File: src/rtl/param_load_counter.sv
// Parametrised loadable up/down counter with prescaler, wrap/saturate modes and terminal-count pulse.
// Optional COUNT_SNAPSHOT_EN adds a snap input that captures the pre-update count into snap_val.
module param_load_counter #(
  parameter int WIDTH = 16,
  parameter int PRESC_W = 4,
  parameter logic [WIDTH-1:0] RESET_VAL = '0
) (
  input  logic               clk,
  input  logic               rst_n,
  input  logic               clr,
  input  logic               load,
  input  logic [WIDTH-1:0]   load_val,
  input  logic               en,
  input  logic               up,
  input  logic               sat,
  input  logic [PRESC_W-1:0] presc_div,
`ifdef COUNT_SNAPSHOT_EN
  input  logic               snap,
  output logic [WIDTH-1:0]   snap_val,
`endif
  output logic [WIDTH-1:0]   count,
  output logic [WIDTH-1:0]   count_n,
  output logic               tc,
  output logic               busy_step
);

  localparam logic [WIDTH-1:0] ALL_ONES = '1;

  logic [PRESC_W-1:0] presc_q;
  logic [PRESC_W-1:0] presc_d;
  logic [WIDTH-1:0]   count_d;
  logic [WIDTH-1:0]   step_val;
  logic [WIDTH-1:0]   term_val;
  logic               at_limit;
  logic               presc_match;
  logic               tc_d;

  // The overflow point in each direction is also that direction's terminal value.
  always_comb begin
    term_val    = up ? ALL_ONES : '0;
    at_limit    = (count == term_val);
    presc_match = (presc_q == presc_div);
    busy_step   = en & presc_match & ~clr & ~load;

    if (at_limit && sat)
      step_val = count;
    else if (up)
      step_val = count + 1'b1;
    else
      step_val = count - 1'b1;

    count_d = count;
    presc_d = presc_q;
    tc_d    = 1'b0;

    if (clr) begin
      count_d = '0;
      presc_d = '0;
    end else if (load) begin
      count_d = load_val;
      presc_d = '0;
    end else if (en) begin
      if (presc_match) begin
        presc_d = '0;
        count_d = step_val;
        tc_d    = (step_val == term_val) & ~at_limit;
      end else begin
        presc_d = presc_q + 1'b1;
      end
    end
  end

  always_ff @(posedge clk or negedge rst_n) begin
    if (!rst_n) begin
      count   <= RESET_VAL;
      presc_q <= '0;
      tc      <= 1'b0;
    end else begin
      count   <= count_d;
      presc_q <= presc_d;
      tc      <= tc_d;
    end
  end

  assign count_n = ~count;

`ifdef COUNT_SNAPSHOT_EN
  // Captures the pre-update count; clr and load deliberately leave it alone.
  always_ff @(posedge clk or negedge rst_n) begin
    if (!rst_n)
      snap_val <= '0;
    else if (snap)
      snap_val <= count;
  end
`endif

endmodule

File: config.mk
export PLATFORM = sky130hd
export DESIGN_NAME = param_load_counter
export DESIGN_NICKNAME = d
export VERILOG_FILES = /design/src/rtl/param_load_counter.sv
export SDC_FILE = /design/constraint.sdc
export NUM_CORES = 1
export LEC_CHECK = 0
export CAP_MARGIN = 20
export CORE_MARGIN = 8
export CORE_UTILIZATION = 52
export DETAILED_ROUTE_END_ITERATION = 16
export DONT_BUFFER_PORTS = 1
export MAX_ROUTING_LAYER = met4
export PLACE_DENSITY_LB_ADDON = 0.12
export SLEW_MARGIN = 0
export SYNTH_ARGS = -nofsm -noshare
export SYNTH_HDL_FRONTEND = slang
export SYNTH_SLANG_ARGS = --single-unit
File: constraint.sdc
create_clock -name clk -period 3.5 [get_ports clk]
set_input_delay 0.7 -clock clk [delete_from_list [all_inputs] [get_ports clk]]
set_output_delay 0.7 -clock clk [all_outputs]
set_load 0.02 [all_outputs]
Yosys cells after proc, flatten, opt, wreduce, memory -nomap -nowiden
Cells that the tools add are included.
- add/sub/neg operators: 3
- magnitude comparators: 0
- shift-type cells: 0
- reduce and logical (&&, ||, !) cells: 4
- bitwise gates (word level): 8
- multiply operators: 0
- equal/unequal tests: 3
- mux-type cells: 15
- divide/modulo/power cells: 0
- operators by type and width (operator ; number):
    16-bit two-way mux ; 7
    16-bit equality test ; 2
    16-bit by 1-bit adder with 16-bit output (second input constant) ; 1
    4-bit two-way mux ; 4
    16-bit NOT ; 1
    16-bit by 1-bit subtractor with 16-bit output (second input constant) ; 1
    3-bit nonzero test ; 2
    4-bit by 1-bit adder with 4-bit output (second input constant) ; 1
    1-bit AND ; 4
    4-bit equality test ; 1
    1-bit two-way mux ; 4
    1-bit NOT ; 3
    2-bit AND reduction ; 1
    1-bit logical AND ; 1
- RAM bits: 0
- memory bits (read-only): 0
- memories: 0
- flip-flop bits (word level): 21
- output and inout port bits: 34
- bits of input ports: 27
- latch bits: 0
- logic and storage cells: 36

Depth between registers and ports, before layout
Gate-level depths: netlist (run 1).
- word-level depth: 10
- gate-level depth with buffers: 14
- depth with buffers taken out: 11

Least setup slack after synthesis (run 1)
Ideal clock, no wire load.
- path type: input to register
- start: in up
- end: reg tc
- data required time: 3.418 ns
- stages on the path: 11
- library setup time: 0.082 ns
- data arrival time: 3.089 ns
- setup slack: 0.329 ns
- cells stage by stage: inv_1 ha_1 and3_1 a221oi_2 nor4_1 nor4_1 mux2_2 nor2_1 nand4_1 nand4b_4 a22oi_2
- longest elaborated chain between the ends: 10
- elaborated cells between the ends (all ways): 12
- those cells by class: eq/ne: 2; mux: 7; bitwise: 2; reduce/logical: 1
- RTL lines (item ; RTL line ; RTL):
    from (decl) ; 14 ; input logic up,
    16-bit two-way mux ; 40 ; term_val = up ? ALL_ONES : '0;
    16-bit equality test ; 41 ; at_limit = (count == term_val);
    1-bit logical AND ; 45 ; if (at_limit && sat)
    16-bit two-way mux ; 45 ;
    16-bit equality test ; 66 ; tc_d = (step_val == term_val) & ~at_limit;
    1-bit AND * ; 66 ;
    1-bit two-way mux * ; 63 ; if (presc_match) begin
    1-bit two-way mux * ; 62 ; end else if (en) begin
    1-bit two-way mux * ; 59 ; end else if (load) begin
    1-bit two-way mux * ; 56 ; if (clr) begin
    net tc_d ; 36 ; logic tc_d;
    to (signal assigned) ; 81 ; tc <= tc_d;
    to (decl) ; 23 ; output logic tc,
The timed path passes the listed nets; every way through them passes the cells marked *.
A chain may end at the register's enable or synchronous reset.

Worst setup path after layout (run 1)
Same ends and word-level chain as after synthesis.

==> results of run 1 <==
## power groups by stage
stage	logic (mW)	registers (mW)	clock network (mW)
3_5_place_dp	0.303	0.288	0
2_1_floorplan	0.230	0.285	0
6_report	0.308	0.283	0.158
5_1_grt	0.338	0.285	0.177
4_1_cts	0.306	0.283	0.164
3_3_place_gp	0.303	0.288	0
## worst paths after layout
kind / startpoint / end / slack [ps] / cells past startpoint
setup / recovery: up / tc / 390 / 12
setup reg to reg: count[4] / tc / 620 / 10
hold / removal: rst_n / count[12] / 130 / 0
hold reg to reg: presc_q[3] / presc_q[3] / 620 / 2
max in group asynchronous: rst_n / count[2] / 3300 / 0
min in group clk: clr / presc_q[0] / 500 / 1
## worst max-delay path: cells and delay by family
kind	cells	cell delay (ps)
AO/OA/AOI/OAI	3	770
adder cells (fa/ha/maj)	1	440
buffers and inverters	2	290
multiplexers	1	400
AND/OR/NAND/NOR	5	670
## placed cells by master, fill, tap and decap left out, drive strengths merged, types with 9 or more instances in the layout
master  instances
a211oi          9
ha             15
o21ai          15
dfrtp          21
nor3           11
nor2           37
nand2          26
inv            20
buf            24
a21oi          34
## per-layer routing
| layer | up-vias | global-route usage, % | share of wire [%] |
|---|---|---|---|
| met5 | - | - | 0 |
| met4 | 0 | 4.74 | 0.93 |
| met3 | 6 | 3.57 | 7.1 |
| met2 | 59 | 29.4 | 45 |
| met1 | 997 | 27.8 | 47 |
| li1 | 1089 | - | - |
## sequential cells by signal, indices dropped and copies added, names as in the netlist
name	flops
presc_q	4
count	16
tc	1
## cells in the mapped netlist, drive strengths merged, types with 3 or more instances
| master | instances |
|---|---|
| and3 | 5 |
| xor2 | 8 |
| nand3 | 8 |
| inv | 20 |
| a211oi | 9 |
| nor4 | 5 |
| ha | 15 |
| dfrtp | 21 |
| nand4 | 7 |
| nor3 | 11 |
| mux2i | 5 |
| buf | 7 |
| nand2 | 26 |
| a31oi | 3 |
| nor2 | 37 |
| o31ai | 3 |
| a21o | 6 |
| clkbuf | 7 |
| o21ai | 15 |
| nor2b | 4 |
| a21oi | 34 |
| xnor2 | 8 |
## kinds of logic after synthesis
| logic type | synth area share [%] |
|---|---|
| adder cells (fa/ha/maj) | 9.06 |
| XOR/XNOR | 6.11 |
| multiplexers | 3.33 |
| flip-flops | 22.9 |
| AO/OA/AOI/OAI | 23.9 |
| AND/OR/NAND/NOR | 28.3 |
| buffers and inverters | 6.44 |
## layout make-up
class                      instances  area, um^2  area share, %
timing repair buffer              24         180           7.18
sequential                        21         526           20.9
tap                               52        65.1           2.59
multi-input combinational        238        1620           64.5
inverter                          20        75.1           2.99
clock buffer                       4        45.0           1.79
## metrics by stage
stage / instances / hold WS, ps / setup slack (ps) / power, mW / cell area [um^2]
floorplan: 293 / 404 / 329 / 0.515 / 2290
global placement: 355 / 405 / 168 / 0.591 / 2460
global route: 359 / 109 / 108 / 0.799 / 2510
CTS: 359 / 118 / 380 / 0.753 / 2510
detailed placement: 355 / 405 / 126 / 0.591 / 2460
finish: 359 / 127 / 391 / 0.749 / 2510
==> results.toml, run 1 <==
[synth]
synthesis.area_um2 = 2290
synthFlopType = "dfrtp_1"
syn_avg_cell_area_um2 = 7.82
synth_cells = 293
netlist.area_leader.share_pct = 22.9
ys_ff_latch = 21
synth_cell_type_count = 56
synthTopCellsByArea = "dfrtp_1 (23%), ha_1 (8.2%), a21oi_1 (6.6%)"
syn-num-nets = 336
yosysWarnings = 0
synth_top_area_cell = "dfrtp_1"
seq_area_frac_synth_pct = 22.9
synth_edf_count = 0
synth_async_sr_flop_share_pct = 100

[sta]
period_needed_ps = 3110
finClkSkew_ps = 2.41
slew_headroom_pct = 66.9
finalCritPeriodShare_pct = 88.8
finalSetupTns_ps = 0
finalSetupViolations = 0
hold_viol = 0
rsz0062_at_grt = "no"
slew_violations = 0
fmax_mhz = 322
worstMarginPinSlew_ps = 496

[clock_network]
cts_root_buffer = "clkbuf_8"
cts_tree = "done"
cts_max_level = 1
cts.sinks = 21
numCtsBuffers = 3
post_cts_buffers = 0
clkTransAtPathRegs_ps = 70
clock_path_buffers = 2
cts_resized = 0
clk_latency_ps = 260
holdBufCountCts = 0

[pwr]
swShare_pct = 38.5
combPwrFrac_pct = 41.1
vdd_drop_max_uv = 213
p_int_mw = 0.461
power_leakage_nw = 1.15
power.switching_mw = 0.288
power_density_nw_per_um2 = 299
clkPwrFrac_pct = 21.1
seqPwrFrac_pct = 37.8

[outcome]
status = "finished, final reports clean"

[final_layout]
area_growth_pct = 9.50
drive_gt1_share_pct = 15.6
post-route-util_pct = 58.4
fin_nets = 351
nFillCells = 433
diodes = 0

[setup_path]
end_kind = "register"
worst_ep_required_time_ps = 3680
critPathMaxStageDelay_ps = 440
worstSetupStartpointType = "input port"
crit_top_cell = "nor4_1"
path_class = "input port to register"
critPathSlowestCell = "fa_1"
crit_fanout = 8
cp_cell_sequence = "inv_1, buf_4, fa_1, a21o_1, a221oi_2, nor4_1, nor4_1, mux2_2, nor2_1, nand4_1, nand4b_4, a22oi_2"
worstPathArrival_ps = 3290

[placed_design]
gp_congestion = 0.958
dp_hpwl_um = 5320
port_buffers = 0

[drt]
first_pass_iters = 6
routed_via_density = 5.99
drt_iter0_markers = 99
drt-total-wl_um = 6540
wire_per_inst_um = 18.2
via_count = 2151
route.detailed.drc = 0
ant_nets = 0

[floorplanning]
initial_utilization_pct = 53.4
chipHeight_um = 82.4
row_count = 24
die_w_um = 82.4
floorplan.die_area_um2 = 6790
ioPinCount = 61
core_area_um2 = 4290

[grt]
grt_start_max_net_pins = 37
first_global_vias = 2042
grt_usage_pct = 20.0
antenna_found_initial = 0
grt_pass1_wl_um = 10200
grt-ovfl-total = 0

[flow_run]
max_cap_violations = 0

[worst_hold_path]
min_path_type = "input port to asynchronous set/reset pin"
Note: power is estimated with default switching activity, not from simulation.
==> inputs of run 2 (changes only) <==
--- a/config.mk
+++ b/config.mk
@@ -12,7 +12,6 @@
 export DONT_BUFFER_PORTS = 1
 export MAX_ROUTING_LAYER = met4
 export PLACE_DENSITY_LB_ADDON = 0.12
-export SLEW_MARGIN = 0
 export SYNTH_ARGS = -nofsm -noshare
 export SYNTH_HDL_FRONTEND = slang
 export SYNTH_SLANG_ARGS = --single-unit
==> constraint.sdc (replaced) <==
create_clock -name clk -period 3.26 [get_ports clk]
set_input_delay 0.652 -clock clk [delete_from_list [all_inputs] [get_ports clk]]
set_output_delay 0.652 -clock clk [all_outputs]
set_load 0.01 [all_outputs]
==> results.toml, run 2 (synthesis results as in run 1) <==
[outcome]
status = "finished, final reports clean"

[floorplanning]
ioPinCount = 61
floorplan.die_area_um2 = 6790
core_area_um2 = 4290
chipHeight_um = 82.4
row_count = 24
die_w_um = 82.4
initial_utilization_pct = 53.4

[grt]
grt_usage_pct = 20.3
grt_start_max_net_pins = 37
grt-ovfl-total = 0
grt_pass1_wl_um = 10500
gr-usage-met1_pct = 27.2
grtUsageMet3_pct = 3.57
busiest_layer = "met2"
grt_util_met2_pct = 31.1
first_global_vias = 2089
antenna_found_initial = 0

[sta]
finalCritPeriodShare_pct = 91.5
rsz0062_at_grt = "no"
slew_violations = 0
finalSetupTns_ps = 0
hold_viol = 0
worstMarginPinSlew_ps = 432
period_needed_ps = 2980
slew_headroom_pct = 71.2
finClkSkew_ps = 6.44
finalSetupViolations = 0
fmax_mhz = 335

[clock_network]
cts.sinks = 21
cts_resized = 0
cts_root_buffer = "clkbuf_8"
post_cts_buffers = 0
cts_max_level = 1
clock_path_buffers = 2
numCtsBuffers = 3
clk_latency_ps = 260
cts_tree = "done"
holdBufCountCts = 0
clkTransAtPathRegs_ps = 80

[setup_path]
cp_cell_sequence = "inv_1, fa_1, a21o_1, a221oi_2, o31a_1, xnor2_1, mux2i_1, nand2_1, nor4_1, nand4b_1, a22oi_2"
worstSetupStartpointType = "input port"
worstPathArrival_ps = 3170
worst_ep_required_time_ps = 3450
crit_fanout = 8
end_kind = "register"
path_buf_inv = 1
crit_family = "compound AO/OA/AOI/OAI gates"
critPathMaxStageDelay_ps = 500
path_class = "input port to register"
critPathSlowestCell = "fa_1"

[drt]
first_pass_iters = 4
drt_iter0_markers = 148
wire_per_inst_um = 18.2
drt-total-wl_um = 6460
via_count = 2155
route.detailed.drc = 0
ant_nets = 0
routed_via_density = 6.09

[pwr]
vdd_drop_max_uv = 206
seqPwrFrac_pct = 38.4
swShare_pct = 37.1
power.switching_mw = 0.290
power_density_nw_per_um2 = 315
clkPwrFrac_pct = 22.0
power_leakage_nw = 1.12
combPwrFrac_pct = 39.6
p_total_mw = 0.780
p_int_mw = 0.490

[final_layout]
layout_commonest_cell = "nor2_1"
drive_gt1_share_pct = 14.2
area_growth_pct = 7.86
diodes = 0
fin_nets = 346
largest_reg_flops = 16
regMostFlops = "count"
nFillCells = 431
reg.largest.list = "count: 16 flops, presc_q: 4 flops, tc: 1 flops"
layout_common_cells = "nor2_1 (36), a21oi_1 (30), nand2_1 (23)"

[placed_design]
gp_congestion = 0.926
dp_hpwl_um = 5240
port_buffers = 0

[flow_run]
max_cap_violations = 0

[worst_hold_path]
min_path_type = "input port to asynchronous set/reset pin"
-- run 2: cell count changes in the layout (fill, tap and decap cells not counted) --
cell | previous run | this run
buf_4 | 24 | 19
-- run 2: worst paths after layout --
kind / depth (start not counted) / end / slack (ps) / start
min in group clk: 1 / count[6] / 450 / clr
worst min register to register: 2 / presc_q[3] / 630 / presc_q[3]
max in group asynchronous: 0 / count[14] / 3110 / rst_n
worst max register to register: 10 / tc / 400 / count[4]
worst min-delay path: 0 / presc_q[3] / 80 / rst_n
worst max-delay path: 11 / tc / 280 / up
-- run 2: cell type report --
class                   instances  area (um^2)  area share, %
multi-input cells             238         1620           65.5
flip-flops and latches         21          526           21.3
repair buffers                 19          143           5.77
inverters                      20         75.1           3.04
well taps                      52         65.1           2.63
clock buffers                   4         45.0           1.82
-- run 2: through the flow --
| step | instances | setup slack [ps] | cell area, um^2 | utilization, % | hold slack, ps |
|---|---|---|---|---|---|
| 2_1_floorplan | 293 | 137 | 2290 | - | 356 |
| 5_1_grt | 354 | 14.7 | 2470 | 57.6 | 62.5 |
| 6_report | 354 | 278 | 2470 | 57.6 | 75.4 |
| 3_3_place_gp | 350 | 10.9 | 2430 | 56.5 | 357 |
| 4_1_cts | 354 | 268 | 2470 | 57.6 | 65.9 |
| 3_5_place_dp | 350 | 1.09 | 2430 | 56.5 | 357 |
-- run 2: worst reg2reg max path: stages, from the launching register on --
cell       delay [ps]
dfrtp_1           470
ha_1              410
a2111oi_2         430
o31ai_2           150
a41oi_2           310
o21ai_1           120
xnor2_1           160
o21ai_1           260
nand4_1           130
nand4b_4          190
a22oi_2           150
-- run 2: metal layers --
layer,vias up,part of all wire [%]
met1,1022,47
met4,0,0.76
met5,-,0
met2,59,45
met3,5,7.1
li1,1069,-
-- run 2: power by group through the flow --
stage                     Sequential (mW)  Combinational [mW]  Clock, mW
after CTS                           0.299               0.307      0.179
final                               0.299               0.309      0.172
after global placement              0.304               0.305          0
after global routing                0.301               0.342      0.185
after detailed placement            0.304               0.304          0
after floorplan                     0.297               0.238          0
==> inputs of run 3 (changes only) <==
==> constraint.sdc (replaced) <==
create_clock -name clk -period 3.26 [get_ports clk]
set_input_delay 0.326 -clock clk [delete_from_list [all_inputs] [get_ports clk]]
set_output_delay 0.326 -clock clk [all_outputs]
set_load 0.01 [all_outputs]
==> results.toml, run 3 (synthesis results as in run 1) <==
[outcome]
status = "finished, final reports clean"

[final_layout]
fin_nets = 347
layout_common_cells = "nor2_1 (36), a21oi_1 (30), nand2_1 (23)"
reg.largest.list = "count: 16 flops, presc_q: 4 flops, tc: 1 flops"
drive_gt1_share_pct = 14.5
area_growth_pct = 8.68
layout_commonest_cell = "nor2_1"
largest_reg_flops = 16
diodes = 0
regMostFlops = "count"

[setup_path]
critPathSlowestCell = "dfrtp_1"
path_class = "register to register"
end_kind = "register"
worst_ep_required_time_ps = 3450
worstPathArrival_ps = 3070
worstSetupStartpointType = "register"
critPathMaxStageDelay_ps = 490
crit_fanout = 6
cp_cell_sequence = "ha_1, and3_1, a221oi_2, o31a_1, xnor2_1, mux2i_1, nand2_1, nor4_1, nand4b_1, a22oi_2"

[clock_network]
cts_root_buffer = "clkbuf_8"
clk_latency_ps = 260
cts.sinks = 21
clock_path_buffers = 2
cts_tree = "done"
numCtsBuffers = 3
clkTransAtPathRegs_ps = 80
cts_max_level = 1
cts_resized = 0

[drt]
route.detailed.drc = 0
via_count = 2141
drt-total-wl_um = 6560
ant_nets = 0
routed_via_density = 6.03
wire_per_inst_um = 18.5
first_pass_iters = 4
drt_iter0_markers = 109

[grt]
first_global_vias = 2124
grt_pass1_wl_um = 10600
grt_usage_pct = 20.5
antenna_found_initial = 0
grt_start_max_net_pins = 37
grt-ovfl-total = 0

[worst_hold_path]
min_path_type = "input port to register"

[sta]
rsz0062_at_grt = "no"
fmax_mhz = 347
finalSetupTns_ps = 0
period_needed_ps = 2880
slew_headroom_pct = 69.3
setup_ws_ps = 377
hold_viol = 0
slew_violations = 0
finalCritPeriodShare_pct = 88.4
finClkSkew_ps = 1.01
worstMarginPinSlew_ps = 460
finalSetupViolations = 0

[floorplanning]
ioPinCount = 61
core_area_um2 = 4290
die_w_um = 82.4
floorplan.die_area_um2 = 6790
chipHeight_um = 82.4
row_count = 24
initial_utilization_pct = 53.4

[flow_run]
max_cap_violations = 0

[pwr]
power_leakage_nw = 1.13
power_density_nw_per_um2 = 316
vdd_drop_max_uv = 175

[placed_design]
dp_hpwl_um = 5350
port_buffers = 0
gp_congestion = 0.865
dpl_worst_slack_ps = 228
run 3: worst paths after layout:
check / from / to / slack [ps] / depth (start not counted)
setup / recovery: count[4] / tc / 380 / 10
hold / removal: clr / count[11] / 120 / 1
setup reg to reg: count[4] / tc / 380 / 10
hold reg to reg: presc_q[3] / presc_q[3] / 640 / 2
max in group asynchronous: rst_n / count[2] / 2560 / 2
min in group asynchronous: rst_n / count[9] / 320 / 1
run 3: cell type report:
type / count / area (um^2)
clock buffers: 3 / 41.3
clock inverters: 1 / 5.00
fillers: 414 / 1800
inverters: 20 / 75.1
multi-input cells: 238 / 1620
flip-flops and latches: 21 / 526
well taps: 52 / 65.1
repair buffers: 20 / 160
run 3: report_power, final:
group,internal (mW),switching (mW),total (mW),leakage (nW)
Clock,0.0851,0.0886,0.174,0.0255
Sequential,0.273,0.0232,0.296,0.281
Combinational,0.130,0.188,0.317,0.828
run 3: critical path, delay by kind of cell, from the launching register on:
family	cells	cell delay, ps
xor gates and xnor gates	1	80
DFF	1	490
and+or+nand+nor	4	750
adders and majority gates	1	420
muxes	1	240
AOI/OAI and AO/OA	3	820
run 3: routing by layer:
layer | track usage, % | part of all wire (%) | wire, um
met1 | 28.7 | 47 | 3110
met2 | 30.7 | 45 | 2940
met3 | 2.92 | 7.4 | 487
met4 | 3.68 | 0.43 | 28
met5 | - | 0 | 0
run 3: metrics by stage:
stage | hold WS [ps] | std cells | cell area (um^2) | total power, mW | utilization [%]
final | 120 | 355 | 2490 | 0.787 | 58.0
after global routing | 104 | 355 | 2490 | 0.838 | 58.0
after CTS | 117 | 354 | 2480 | 0.785 | 57.7
after detailed placement | 31.2 | 349 | 2420 | 0.606 | 56.4
after global placement | 31.2 | 349 | 2420 | 0.606 | 56.4
after floorplan | 30.4 | 293 | 2290 | 0.535 | -
run 3: repair_timing:
| item | 4_1_cts | 5_1_grt |
|---|---|---|
| hold endpoints to repair | 21 | 0 |
| buffers inserted | 0 | 0 |
| hold buffers | 1 | 0 |
